## config.mk

```make
export PLATFORM = sky130hd
export DESIGN_NAME = bit_stream_serializer
export DESIGN_NICKNAME = d
export VERILOG_FILES = /design/src/rtl/bit_stream_serializer.sv
export SDC_FILE = /design/constraint.sdc
export NUM_CORES = 1
export LEC_CHECK = 0
export BUFFER_PORTS_ARGS = -buffer_cell sky130_fd_sc_hd__clkbuf_2
export CAP_MARGIN = 20
export CORE_UTILIZATION = 30
export CTS_BUF_LIST = sky130_fd_sc_hd__clkbuf_4
export CTS_CLUSTER_SIZE = 12
export DETAILED_ROUTE_END_ITERATION = 7
export HOLD_SLACK_MARGIN = 0.06
export SETUP_SLACK_MARGIN = 0.3
export SLEW_MARGIN = 10
export SYNTH_ARGS = -nofsm -noshare
export SYNTH_HDL_FRONTEND = slang
export SYNTH_SLANG_ARGS = --single-unit
```

## constraint.sdc

```tcl
create_clock -name clk -period 1.36 [get_ports clk]
set_clock_uncertainty 0.15 [all_clocks]
set_input_delay 0.068 -clock clk [delete_from_list [all_inputs] [get_ports clk]]
set_output_delay 0.068 -clock clk [all_outputs]
set_load 0.02 [all_outputs]
```

## src/rtl/bit_stream_serializer.sv

```systemverilog
// -----------------------------------------------------------------------------
// bit_stream_serializer
//
// Parallel-to-serial pattern source for the sequence-detector stage. A WIDTH-bit
// word is captured on an accepted load and shifted out MSB-first on `x`, each
// bit held for DIV clock cycles. With repeat_en=1 the same word restarts right
// after its last bit, so the detector sees back-to-back and overlapping
// patterns.
//
// Parameters
//   WIDTH      bits per word (2..32)
//   DIV        clock cycles each bit is held on `x` (1..255)
//
// Ports
//   clk        system clock, rising-edge active
//   reset      asynchronous active-low reset (0 = in reset)
//   load       start request, honoured only while ready=1
//   data       word to serialize, captured on an accepted load
//   repeat_en  1 = restart the same word after its last bit
//   x          serial bit, MSB first (0 when idle)
//   x_valid    1 while `x` carries a word bit
//   ready      1 in IDLE (a load will be accepted)
//   busy       1 in SHIFT
//   done       one-cycle pulse when a word completes and the block goes idle
//   bit_idx    index of the bit currently on `x`; 0 when idle
//
// Every output comes straight from a flop (or a decode of the one-bit state
// flop), so there is no combinational path from any input to any output.
// -----------------------------------------------------------------------------
module bit_stream_serializer #(
    parameter int WIDTH = 8,
    parameter int DIV   = 1
) (
    input  logic                     clk,
    input  logic                     reset,
    input  logic                     load,
    input  logic [WIDTH-1:0]         data,
    input  logic                     repeat_en,
    output logic                     x,
    output logic                     x_valid,
    output logic                     ready,
    output logic                     busy,
    output logic                     done,
    output logic [$clog2(WIDTH)-1:0] bit_idx
);

    localparam int IDX_W = $clog2(WIDTH);
    localparam int DIV_W = $clog2(DIV + 1);

    localparam logic [IDX_W-1:0] IDX_MSB  = IDX_W'(WIDTH - 1);
    localparam logic [DIV_W-1:0] DIV_LAST = DIV_W'(DIV - 1);

    typedef enum logic {
        IDLE  = 1'b0,
        SHIFT = 1'b1
    } state_t;

    state_t             state_q, state_d;
    logic [WIDTH-1:0]   shift_q, shift_d;   // MSB is the bit on `x`
    logic [WIDTH-1:0]   word_q,  word_d;    // untouched copy for repeat mode
    logic [IDX_W-1:0]   idx_q,   idx_d;
    logic [DIV_W-1:0]   div_q,   div_d;
    logic               done_q,  done_d;

    // Last cycle of the current bit's DIV-cycle hold. With DIV=1 the counter
    // never leaves 0, so every cycle is a bit boundary.
    logic               bit_end;
    assign bit_end = (div_q == DIV_LAST);

    // -------------------------------------------------------------------------
    // Next-state / next-output logic
    // -------------------------------------------------------------------------
    always_comb begin
        // NOTE: every signal written here gets a default first; a path that
        // leaves one unassigned would infer a latch.
        state_d = state_q;
        shift_d = shift_q;
        word_d  = word_q;
        idx_d   = idx_q;
        div_d   = div_q;
        done_d  = 1'b0;

        unique case (state_q)
            IDLE: begin
                if (load) begin
                    shift_d = data;
                    word_d  = data;
                    idx_d   = IDX_MSB;
                    div_d   = '0;
                    state_d = SHIFT;
                end
            end

            SHIFT: begin
                if (!bit_end) begin
                    div_d = div_q + 1'b1;
                end else begin
                    div_d = '0;
                    if (idx_q != '0) begin
                        shift_d = {shift_q[WIDTH-2:0], 1'b0};
                        idx_d   = idx_q - 1'b1;
                    end else if (repeat_en) begin
                        // Seamless restart: the word's MSB follows its LSB
                        // with no idle cycle and no done pulse.
                        shift_d = word_q;
                        idx_d   = IDX_MSB;
                    end else begin
                        // Clearing the shift register forces x=0 while idle.
                        shift_d = '0;
                        idx_d   = '0;
                        done_d  = 1'b1;
                        state_d = IDLE;
                    end
                end
            end

            default: begin
                state_d = IDLE;
            end
        endcase
    end

    // -------------------------------------------------------------------------
    // State register
    // -------------------------------------------------------------------------
    // NOTE: sequential state uses non-blocking assignments so every flop
    // samples the pre-edge values, independent of statement order.
    // NOTE: the word copy and shift register are plain flops, not a memory
    // array, so resetting them is cheap and guarantees nothing from an
    // interrupted word can leak out after reset.
    always_ff @(posedge clk or negedge reset) begin
        if (!reset) begin
            state_q <= IDLE;
            shift_q <= '0;
            word_q  <= '0;
            idx_q   <= '0;
            div_q   <= '0;
            done_q  <= 1'b0;
        end else begin
            state_q <= state_d;
            shift_q <= shift_d;
            word_q  <= word_d;
            idx_q   <= idx_d;
            div_q   <= div_d;
            done_q  <= done_d;
        end
    end

    // -------------------------------------------------------------------------
    // Outputs: direct flop outputs or a decode of the state flop only
    // -------------------------------------------------------------------------
    assign x       = shift_q[WIDTH-1];
    assign x_valid = (state_q == SHIFT);
    assign busy    = (state_q == SHIFT);
    assign ready   = (state_q == IDLE);
    assign done    = done_q;
    assign bit_idx = idx_q;

endmodule

```

[Word-level counts from Yosys, hierarchy flattened]
Index checks and enable logic that the tools add are counted.
Operators by class
  add/sub/neg operators: 2
  eq/ne operators: 2
  multiplexer cells: 22
  bitwise operators: 1
  reductions and logical operators: 3
Operators with widths (count)
  2-to-1 mux 8 bit: 4
  one-hot mux 8 bit (2 select lines): 1
  2-to-1 mux 3 bit: 4
  2-to-1 mux 1 bit: 10
  one-hot mux 3 bit (2 select lines): 1
  inequality test 2 bit, second input constant: 2
  one-hot mux 1 bit (2 select lines): 2
  AND reduction 2 bit: 2
  nonzero test 3 bit: 1
  subtractor 3 x 1 -> 3 bit, second input constant: 1
  adder 1 bit, second input constant: 1
  NOT 1 bit: 1
Storage, ports and cells
  bits in registers: 22
  bits of input ports: 12
  output and inout bits: 8
  logic and storage cells: 36

[Logic depth before layout (Yosys ltp)]
Gate-level depths: netlist of the first run.
  depth after elaboration: 4
  gate-level depth with buffers: 6
  gate-level depth less buffers: 5

[Least setup slack after synthesis of the first run]
Ideal clock, no wire load.
  kind: register -> register
  start point: reg idx_q[0], in the netlist bit_idx[0]
  end point: reg idx_q[2], in the netlist bit_idx[2]
  setup time: 0.127 ns
  arrival time: 1.273 ns
  required time: 1.083 ns
  path slack: -0.190 ns
  cell stages (with the launch flop): 6
  buffers on the path: 0
  period minus slack after synthesis: 1.550 ns
  path through: dfrtp_1 inv_1 ha_1 mux2_2 o21ai_0 a21oi_1
Between the ends
  longest elaborated chain between the ends: 4
  elaborated cells between the ends (all ways): 5
  those cells by class: add/sub: 1; mux: 3; reduce/logical: 1
Ends and longest elaborated chain
  start: declaration: RTL line 61  | logic [IDX_W-1:0] idx_q, idx_d;
  start signal: assignment: RTL line 143  | idx_q <= idx_d;
  subtractor 3 x 1 -> 3 bit or nonzero test 3 bit (tied branches): RTL line 101, 99
  2-to-1 mux 3 bit *: RTL line 99  | if (idx_q != '0) begin
  2-to-1 mux 3 bit *: RTL line 95  | if (!bit_end) begin
  one-hot mux 3 bit (2 select lines) *: RTL line 83  | unique case (state_q)
Mark *: on every way between the ends. The rest lies on a longest branch, timed or not. The select of a mux whose other input is x is not followed.
A chain may end at the register's enable or synchronous reset.

[Worst setup path after layout of the first run]
  start point: reg idx_q[1], in the netlist bit_idx[1]
  end point: reg idx_q[2], in the netlist bit_idx[2]
The elaborated chain is that of the path after synthesis.

==> qor.csv, run 1 <==
stage,metric,value,unit
outcome,status,finished with violations,
outcome,failing checks,"hold timing, setup timing",
global_route,grt met1 use,0.1986,
placed_design,dpl cells,164,
timing,slew at the pin closest to its max-slew limit,514.9,ps
die,row count,21,
yosys,Synth Instances,100,
timing,Worst Slack Setup Final,-117.8,ps
clocking,worst skew pair latency,310,ps
timing,Final Hold Viols,1,
layout,area grow syn2layout,52.87,%
layout,"Core Util, Final",0.4883,
timing,hold_ws,-10.30,ps
yosys,Yosys reg bits,21,
drt,Initial DRC Count,19,
yosys,syn_nets,114,
worst_setup_path,crit path DAT,1530,ps
worst_setup_path,Setup Crit Path Kind,flip-flop to flip-flop,
global_route,layer with the highest usage,met2,
global_route,GRT overflow,0,
yosys,Post-Syn Area,1091,um2
global_route,Tot GR Track Use,0.1429,
worst_setup_path,FF-to-FF setup slack,-120,ps
hold_path,hold_sp,repeat_en,
timing,Final Max Tran Viols,0,
yosys,synth unique cells,25,
clocking,root buffer cell,clkbuf_4,
yosys,sequential share of the synthesized area,0.4817,
global_route,initial antenna violation count,0,
worst_setup_path,startpoint types,flip-flop,
layout,FILL cells,316,
timing,fmax,676.7,MHz
worst_setup_path,crit end category,flip-flop,
clocking,Max Root-Sink Buffers,2,
yosys,"top cells by area, synth","dfrtp_1, mux2_4, a211oi_1",
yosys,yosys warns,0,
worst_setup_path,"slowest stage delay, CP",400,ps
placed_design,Final GP Congestion,0.8142,
die,I/O pins,20,
clocking,clock sinks,21,
worst_setup_path,Reg2Reg Depth,6,
worst_setup_path,crit path max-delay cell type,dfrtp_2,
yosys,Synth area leader,dfrtp_1,
worst_setup_path,CP required,1410,ps
layout,Nets,158,
layout,Finished Layout Cells,189,
layout,share of layout cells above drive strength 1,0.4895,
placed_design,IO buf count,19,
yosys,syn avg cell area,10.91,um2
timing,final worst-path cycle share,1.087,
clocking,cts hold-fix bufs,10,
global_route,number of global-route vias before repair,948,
hold_path,Hold Crit Class,input port to flip-flop,
hold_path,Hold Path Depth,2,
clocking,CTS tree,done,
worst_setup_path,Crit path buffers/inverters,2,
worst_setup_path,Worst path top cell family by delay,flip-flops,
clocking,"Reg clk slew, reported paths",120,ps
worst_setup_path,crit path cell chain,"inv_2, buf_4, ha_1, mux2_4, o21ai_2, a21oi_1",
die,Core Box Area,3416,um2
timing,unrepaired setup endpoints after global routing,yes,
drt,Routed WL,2.571,mm
timing,slew margin rel.,0.6567,
global_route,first-pass GRT wire length,4.436,mm
clocking,TritonCTS Buffers,3,
worst_setup_path,maximum fanout along the worst path,2,
drt,vias per cell,4.741,
die,Die Height,62.31,um
pwr,maximum VDD drop,0.0006899,V
hold_path,WHS Endpoint,done,
placed_design,Post-DP HPWL,1.562,mm
drt,via count,896,
die,starting density of the core,0.3194,
global_route,met2 GRT Util,0.2280,
pwr,Pleak,0.7516,nW
drt,Antenna Nets Post-Route,0,
timing,Finish-stage setup viols,17,
timing,Final min period,1478,ps
worst_setup_path,CP Launch Point,bit_idx[1],
global_route,met3 Use GR,0.02757,
run,total of max-cap violations,0,
global_route,pin count of the biggest net entering global routing,22,
drt,remaining routing DRC violations,0,
timing,total negative slack,-875.2,ps
die,Die ar.,3882,um2
pwr,PwrDens,1893,nW/um2
worst_setup_path,r2r endpoint,bit_idx[2],
placed_design,Setup WS pre-CTS,-90.18,ps
drt,Wirelength per Cell,13.60,um
die,Die X-Extent,62.31,um
layout,Antenna diodes,0,
yosys,share of the synthesized area in the top cell type,0.4817,
drt,Pre-Repair DR Iteration Count,4,
worst_setup_path,origin of the critical flop-to-flop path,bit_idx[1],
clocking,H-tree lvl count,1,
==> sequential cells by signal (all words and copies together), names as in the netlist <==
register / cells
shift_q: 8
word_q: 8
bit_idx: 3
busy: 1
done: 1
==> where the power goes <==
group          internal (W)  switching, W  total, W
clock              0.000112      0.000205  0.000317
combinational       0.00107      0.000697   0.00176
sequential         0.000899      0.000177   0.00108
total               0.00208       0.00108   0.00316
==> logic make-up (layout without fill, tap and decap cells) <==
| logic type | count (synthesis) | in the layout | share of synthesized area |
|---|---|---|---|
| buffers and inverters | 13 | 56 | 0.07224 |
| AO/OA/AOI/OAI | 21 | 21 | 0.1319 |
| AND/OR/NAND/NOR | 33 | 33 | 0.1617 |
| multiplexers | 10 | 10 | 0.1296 |
| adder cells (fa/ha/maj) | 2 | 2 | 0.02293 |
| flip-flops | 21 | 21 | 0.4816 |
==> cell type report <==
class | instances | area (um2) | share of cell area
multi-input combinational | 66 | 544.3 | 0.3263
sequential | 21 | 529.3 | 0.3173
timing repair buffer | 49 | 483.0 | 0.2896
tap | 46 | 57.56 | 0.03451
inverter | 3 | 23.77 | 0.01425
clock buffer | 3 | 22.52 | 0.01350
clock inverter | 1 | 7.507 | 0.004501
==> metrics by stage <==
step	area [um2]	total power, W
finish	1668	0.003158
global placement	1309	0.002289
CTS	1615	0.003021
global route	1668	0.003376
detailed placement	1309	0.002331
floorplan	1140	0.001988
==> Yosys cell counts <==
cell type,number
nand2b_1,1
nor2b_1,8
buf_6,2
buf_4,2
a211oi_1,7
nand3_1,7
nor2b_2,1
mux2_2,1
nor3_2,1
nand4_1,1
inv_1,3
buf_2,6
nor3b_1,1
a21oi_2,2
a31oi_1,7
mux2_4,8
a21oi_1,1
nand2_1,8
nor3_1,3
o21ai_0,2
a21o_1,2
nor2_1,2
dfrtp_1,21
ha_1,2
mux2i_1,1
==> layout by cell type, fill, tap and decap left out, types with 2 or more instances in the layout <==
cell type / instances
a211oi_1: 7
a21o_1: 2
a21oi_2: 2
a31oi_1: 7
buf_12: 2
buf_4: 14
buf_6: 3
buf_8: 5
clkbuf_2: 11
clkbuf_4: 3
clkbuf_8: 3
dfrtp_1: 18
dfrtp_2: 3
dlygate4sd3_1: 10
inv_2: 2
mux2_4: 9
nand2_1: 8
nand3_1: 3
nand3_2: 4
nor2_1: 2
nor2b_1: 8
nor3_1: 3
==> routing by layer <==
layer,share of wire,vias up,routed length (um)
li1,-,438,-
met4,0.0039,0,10
met1,0.48,438,1228
met3,0.025,2,65
met2,0.49,18,1267
met5,0,-,0
==> how the worst max path moves through the flow <==
stage	depth (start not counted)	end	slack, ps
3_3_place_gp	6	shift_q[3]	-30
5_1_grt	6	shift_q[3]	-180
2_1_floorplan	5	bit_idx[2]	-40
3_5_place_dp	6	shift_q[5]	-90
6_report	6	bit_idx[2]	-120
4_1_cts	6	shift_q[5]	-100
==> timing repair <==
action,4_1_cts,5_1_grt
gates cloned,1,0
pin swaps,5,5
endpoints found under the setup margin,29,29
endpoints found under the hold margin,40,5
buffers inserted,7,3
gates resized for setup,18,10
Note: power is estimated with default switching activity, not from simulation.
==> run 2, diff against run 1 <==
- ABC_AREA: unset -> 1
==> qor.csv, run 2 <==
stage,metric,value,unit
clocking,clock sinks,21,
worst_setup_path,maximum fanout along the worst path,5,
layout,"most common cell after layout, fill and taps aside",nand2_1,
pwr,maximum VDD drop,0.0004404,V
placed_design,IO buf count,19,
clocking,cts hold-fix bufs,11,
layout,most frequent cells in the layout,"nand2_1, inv_1, dfrtp_1",
clocking,"Reg clk slew, reported paths",110,ps
hold_path,hold_sp,load,
worst_setup_path,CP Launch Point,bit_idx[0],
drt,Pre-Repair DR Iteration Count,4,
global_route,GRT overflow,0,
clocking,worst skew pair latency,300,ps
yosys,share of the synthesized area in the top cell type,0.5030,
yosys,ys flop type,dfrtp_1,
yosys,Post-Syn Area,1045,um2
die,Die Height,61.01,um
global_route,Tot GR Track Use,0.1500,
outcome,status,"complete, no violations",
timing,Finish-stage setup viols,0,
drt,Wirelength per Cell,11.72,um
clocking,Max Root-Sink Buffers,2,
placed_design,Final GP Congestion,0.7221,
global_route,pin count of the biggest net entering global routing,22,
worst_setup_path,Crit path buffers/inverters,2,
hold_path,Hold Crit Class,input port to flip-flop,
die,Core Box Area,3337,um2
die,row count,21,
worst_setup_path,CP required,1400,ps
global_route,initial antenna violation count,0,
yosys,sequential share of the synthesized area,0.5030,
layout,Nets,198,
drt,vias per cell,4.332,
global_route,number of global-route vias before repair,976,
drt,via count,992,
timing,Final min period,1326,ps
layout,area grow syn2layout,62.63,%
yosys,Synth Instances,132,
placed_design,Post-DP HPWL,1.666,mm
timing,slew margin rel.,0.6451,
worst_setup_path,"most used cell, CP",nand2_1,
timing,total negative slack,0,ps
worst_setup_path,"slowest stage delay, CP",440,ps
drt,Routed WL,2.683,mm
die,Die ar.,3722,um2
yosys,"top cells by count, synth","nand2_1, inv_1, dfrtp_1, o21ai_1, a21oi_1",
worst_setup_path,crit path cell chain,"inv_2, ha_4, inv_4, nor2_4, o21ai_1, nand2_1, nand2_1",
timing,Worst Slack Setup Final,33.55,ps
yosys,yosys warns,0,
die,Die X-Extent,61.01,um
clocking,TritonCTS Buffers,3,
timing,hold_ws,51.47,ps
timing,Final Max Tran Viols,0,
yosys,synth unique cells,18,
yosys,Yosys reg bits,21,
yosys,number of synthesized flops with an enable pin,0,
worst_setup_path,crit path max-delay cell type,dfrtp_2,
yosys,syn avg cell area,7.915,um2
worst_setup_path,crit path to,shift_q[1],
yosys,Synth area leader,dfrtp_1,
die,starting density of the core,0.3131,
worst_setup_path,crit path DAT,1370,ps
drt,remaining routing DRC violations,0,
timing,fmax,753.9,MHz
timing,unrepaired setup endpoints after global routing,yes,
placed_design,Setup WS pre-CTS,-11.46,ps
yosys,syn_nets,146,
clocking,H-tree lvl count,1,
yosys,ys async rst share,1.000,
drt,Initial DRC Count,21,
run,total of max-cap violations,0,
worst_setup_path,Setup Crit Path Kind,flip-flop to flip-flop,
worst_setup_path,crit end category,flip-flop,
yosys,cell with the most instances after synthesis,nand2_1,
timing,slew at the pin closest to its max-slew limit,532.3,ps
die,I/O pins,20,
worst_setup_path,FF-to-FF setup slack,30,ps
worst_setup_path,origin of the critical flop-to-flop path,bit_idx[0],
worst_setup_path,startpoint types,flip-flop,
drt,Antenna Nets Post-Route,0,
layout,Antenna diodes,0,
worst_setup_path,r2r endpoint,shift_q[1],
timing,final worst-path cycle share,0.9753,
worst_setup_path,Crit path depth,7,
clocking,CTS tree,done,
layout,share of layout cells above drive strength 1,0.4262,
worst_setup_path,Reg2Reg Depth,7,
pwr,Pleak,0.8452,nW
clocking,root buffer cell,clkbuf_4,
global_route,first-pass GRT wire length,4.043,mm
yosys,"top cells by area, synth","dfrtp_1, nand2_1, inv_1",
pwr,PwrDens,2000,nW/um2
timing,Final Hold Viols,0,
worst_setup_path,Worst path top cell family by delay,flip-flops,
-- run 2: cell families after synthesis --
kind of cell / Yosys count / synth area share
AO/OA/AOI/OAI: 30 / 0.1473
adder cells (fa/ha/maj): 2 / 0.02395
buffers and inverters: 33 / 0.1294
flip-flops: 21 / 0.5030
AND/OR/NAND/NOR: 46 / 0.1964
-- run 2: per-layer routing --
| metal | up-vias | track usage | share of wire |
|---|---|---|---|
| li1 | 509 | - | - |
| met5 | - | 0 | 0 |
| met2 | 10 | 0.2951 | 0.57 |
| met1 | 471 | 0.1653 | 0.41 |
| met3 | 2 | 0.01261 | 0.012 |
| met4 | 0 | 0.05844 | 0.010 |
-- run 2: what timing repair did --
item,CTS,global route
hold endpoints to repair,42,2
gates resized for setup,28,29
setup buffers,11,4
endpoints found under the setup margin,28,29
pin swaps,4,4
cloned,1,0
-- run 2: tightest hold or removal path, stage by stage --
cell      delay, ps
clkbuf_2        110
nor2_4           50
buf_4           130
nor2_1           90
-- run 2: area by class of cell --
| class | count | area (um2) |
|---|---|---|
| flip-flops and latches | 21 | 530.5 |
| fillers | 321 | 1638 |
| well taps | 46 | 57.56 |
| inverters | 31 | 131.4 |
| clock buffers | 4 | 30.03 |
| repair buffers | 48 | 455.4 |
| multi-input cells | 79 | 494.2 |
-- run 2: stage by stage --
step | power [W] | area (um2) | utilization | cells
after floorplan | 0.001951 | 1069 | - | 132
after global placement | 0.002232 | 1225 | 0.3671 | 198
after detailed placement | 0.002302 | 1225 | 0.3671 | 198
after CTS | 0.003141 | 1585 | 0.4751 | 225
after global routing | 0.003662 | 1699 | 0.5092 | 229
final | 0.003398 | 1699 | 0.5092 | 229
-- run 2: worst min path at each step --
stage               cells after the start          to
finish                                  4        busy
global route                            4        busy
CTS                                     4        busy
detailed placement                      1   word_q[2]
global placement                        1   word_q[1]
floorplan                               0  bit_idx[0]
-- run 2: power breakdown --
part	internal (W)	switching (W)
clock	0.000134	0.000185
combinational	0.000980	0.00103
sequential	0.000910	0.000162
==> run 3, diff against run 2 <==
- MAX_ROUTING_LAYER: unset -> met4
==> qor.csv, run 3 (synthesized netlist as in run 2, its figures left out) <==
stage,metric,value,unit
worst_setup_path,CP required,1400,ps
hold_path,Hold Crit Class,input port to flip-flop,
worst_setup_path,maximum fanout along the worst path,5,
die,Die X-Extent,61.01,um
outcome,status,"complete, no violations",
layout,FILL cells,321,
timing,hold_ws,50.82,ps
run,total of max-cap violations,0,
clocking,Max Root-Sink Buffers,2,
die,row count,21,
pwr,Sw Pwr,0.001375,W
timing,Final min period,1326,ps
timing,Final Max Tran Viols,0,
layout,share of layout cells above drive strength 1,0.4262,
pwr,maximum VDD drop,0.0004402,V
placed_design,Final GP Congestion,0.7306,
worst_setup_path,startpoint types,flip-flop,
pwr,Clock Power Share,0.094,
die,starting density of the core,0.3131,
clocking,CTS tree,done,
global_route,first-pass GRT wire length,4.050,mm
timing,slew at the pin closest to its max-slew limit,532.2,ps
layout,"Core Util, Final",0.5092,
layout,area grow syn2layout,62.63,%
placed_design,IO buf count,19,
pwr,Pleak,0.8452,nW
pwr,sequential share of power,0.315,
drt,Routed WL,2.684,mm
drt,vias per cell,4.341,
drt,via count,994,
drt,DR WL met2,1.525,mm
layout,Nets,198,
drt,WL met3,32,um
layout,most frequent cells in the layout,"nand2_1, inv_1, dfrtp_1",
timing,Final Hold Viols,0,
clocking,"Reg clk slew, reported paths",130,ps
drt,Initial DRC Count,21,
drt,Pre-Repair DR Iteration Count,4,
clocking,TritonCTS Buffers,3,
die,Die ar.,3722,um2
worst_setup_path,Setup Crit Path Kind,flip-flop to flip-flop,
clocking,clock sinks,21,
die,I/O pins,20,
drt,Antenna Nets Post-Route,0,
pwr,total power draw,0.003399,W
die,Die Height,61.01,um
drt,DRT met1 WL,1.099,mm
worst_setup_path,"most used cell, CP",nand2_1,
global_route,Tot GR Track Use,0.1548,
global_route,GRT overflow,0,
worst_setup_path,crit path cell chain,"inv_2, ha_4, inv_4, nor2_4, o21ai_1, nand2_1, nand2_1",
clocking,cts hold-fix bufs,11,
drt,remaining routing DRC violations,0,
pwr,Power Internal,0.002024,W
worst_setup_path,"slowest stage delay, CP",440,ps
timing,final worst-path cycle share,0.9752,
drt,Wirelength per Cell,11.72,um
timing,fmax,754.0,MHz
pwr,PwrDens,2000,nW/um2
global_route,pin count of the biggest net entering global routing,22,
layout,Antenna diodes,0,
placed_design,Post-DP HPWL,1.666,mm
timing,unrepaired setup endpoints after global routing,yes,
layout,"most common cell after layout, fill and taps aside",nand2_1,
clocking,H-tree lvl count,1,
timing,slew margin rel.,0.6452,
pwr,Comb pwr share,0.591,
global_route,initial antenna violation count,0,
worst_setup_path,crit path max-delay cell type,dfrtp_2,
pwr,Sw Share,0.4046,
worst_setup_path,crit path DAT,1370,ps
worst_setup_path,crit end category,flip-flop,
drt,Top Metal Used,met4,
global_route,number of global-route vias before repair,975,
die,Core Box Area,3337,um2
timing,Finish-stage setup viols,0,
clocking,worst skew pair latency,300,ps
clocking,root buffer cell,clkbuf_4,
-- run 3: cell counts in the layout (fill, tap and decap cells not counted) --
No cell type changed its count.
-- run 3: path summary, 6_finish.rpt --
path / startpoint / endpoint / slack (ps) / cells after the start
hold reg to reg: shift_q[0] / shift_q[0] / 360 / 2
setup reg to reg: bit_idx[0] / shift_q[1] / 30 / 7
min in group asynchronous: reset / word_q[2] / 110 / 2
hold / removal: load / bit_idx[2] / 50 / 5
max in group asynchronous: reset / busy / 550 / 2
setup / recovery: bit_idx[0] / shift_q[1] / 30 / 7
-- run 3: what timing repair did --
action,CTS,global route
pin swaps,4,4
gates cloned,1,0
resized for setup,28,29
endpoints found under the hold margin,42,2
setup endpoints to repair,28,29
buffers inserted,11,4
-- run 3: cell type report --
| cell class | instances | area (um2) | share of cell area |
|---|---|---|---|
| well taps | 46 | 57.56 | 0.03387 |
| clock buffers | 4 | 30.03 | 0.01767 |
| repair buffers | 48 | 455.4 | 0.2680 |
| flip-flops and latches | 21 | 530.5 | 0.3122 |
| inverters | 31 | 131.4 | 0.07732 |
| multi-input cells | 79 | 494.2 | 0.2909 |
-- run 3: power groups by stage --
stage	combinational, W	clock, W	sequential (W)
final	0.00201	0.000320	0.00107
after global routing	0.00221	0.000357	0.00110
after CTS	0.00176	0.000330	0.00106
after detailed placement	0.00124	0	0.00106
after global placement	0.00118	0	0.00105
after floorplan	0.000814	0	0.00114
-- run 3: metal layers --
metal | up-vias | global-route usage
li1 | 509 | -
met1 | 473 | 0.1653
met2 | 10 | 0.2951
met3 | 2 | 0.01261
met4 | 0 | 0.05844
met5 | - | -
-- run 3: worst max-delay path, delay by kind of cell (launching register included) --
| family | cells | cell delay, ps |
|---|---|---|
| flip-flops | 1 | 440 |
| AND/OR/NAND/NOR | 3 | 230 |
| adder cells (fa/ha/maj) | 1 | 170 |
| buffers and inverters | 2 | 140 |
| AO/OA/AOI/OAI | 1 | 90 |
-- run 3: metrics by stage --
step / setup WS (ps) / TNS [ps] / instance area, um2 / instances
after floorplan: 57.64 / 0 / 1069 / 132
after global placement: 33.02 / 0 / 1225 / 198
after detailed placement: -11.46 / -21.64 / 1225 / 198
after CTS: 46.49 / 0 / 1585 / 225
after global routing: -68.72 / -241.8 / 1699 / 229
final: 33.76 / 0 / 1699 / 229
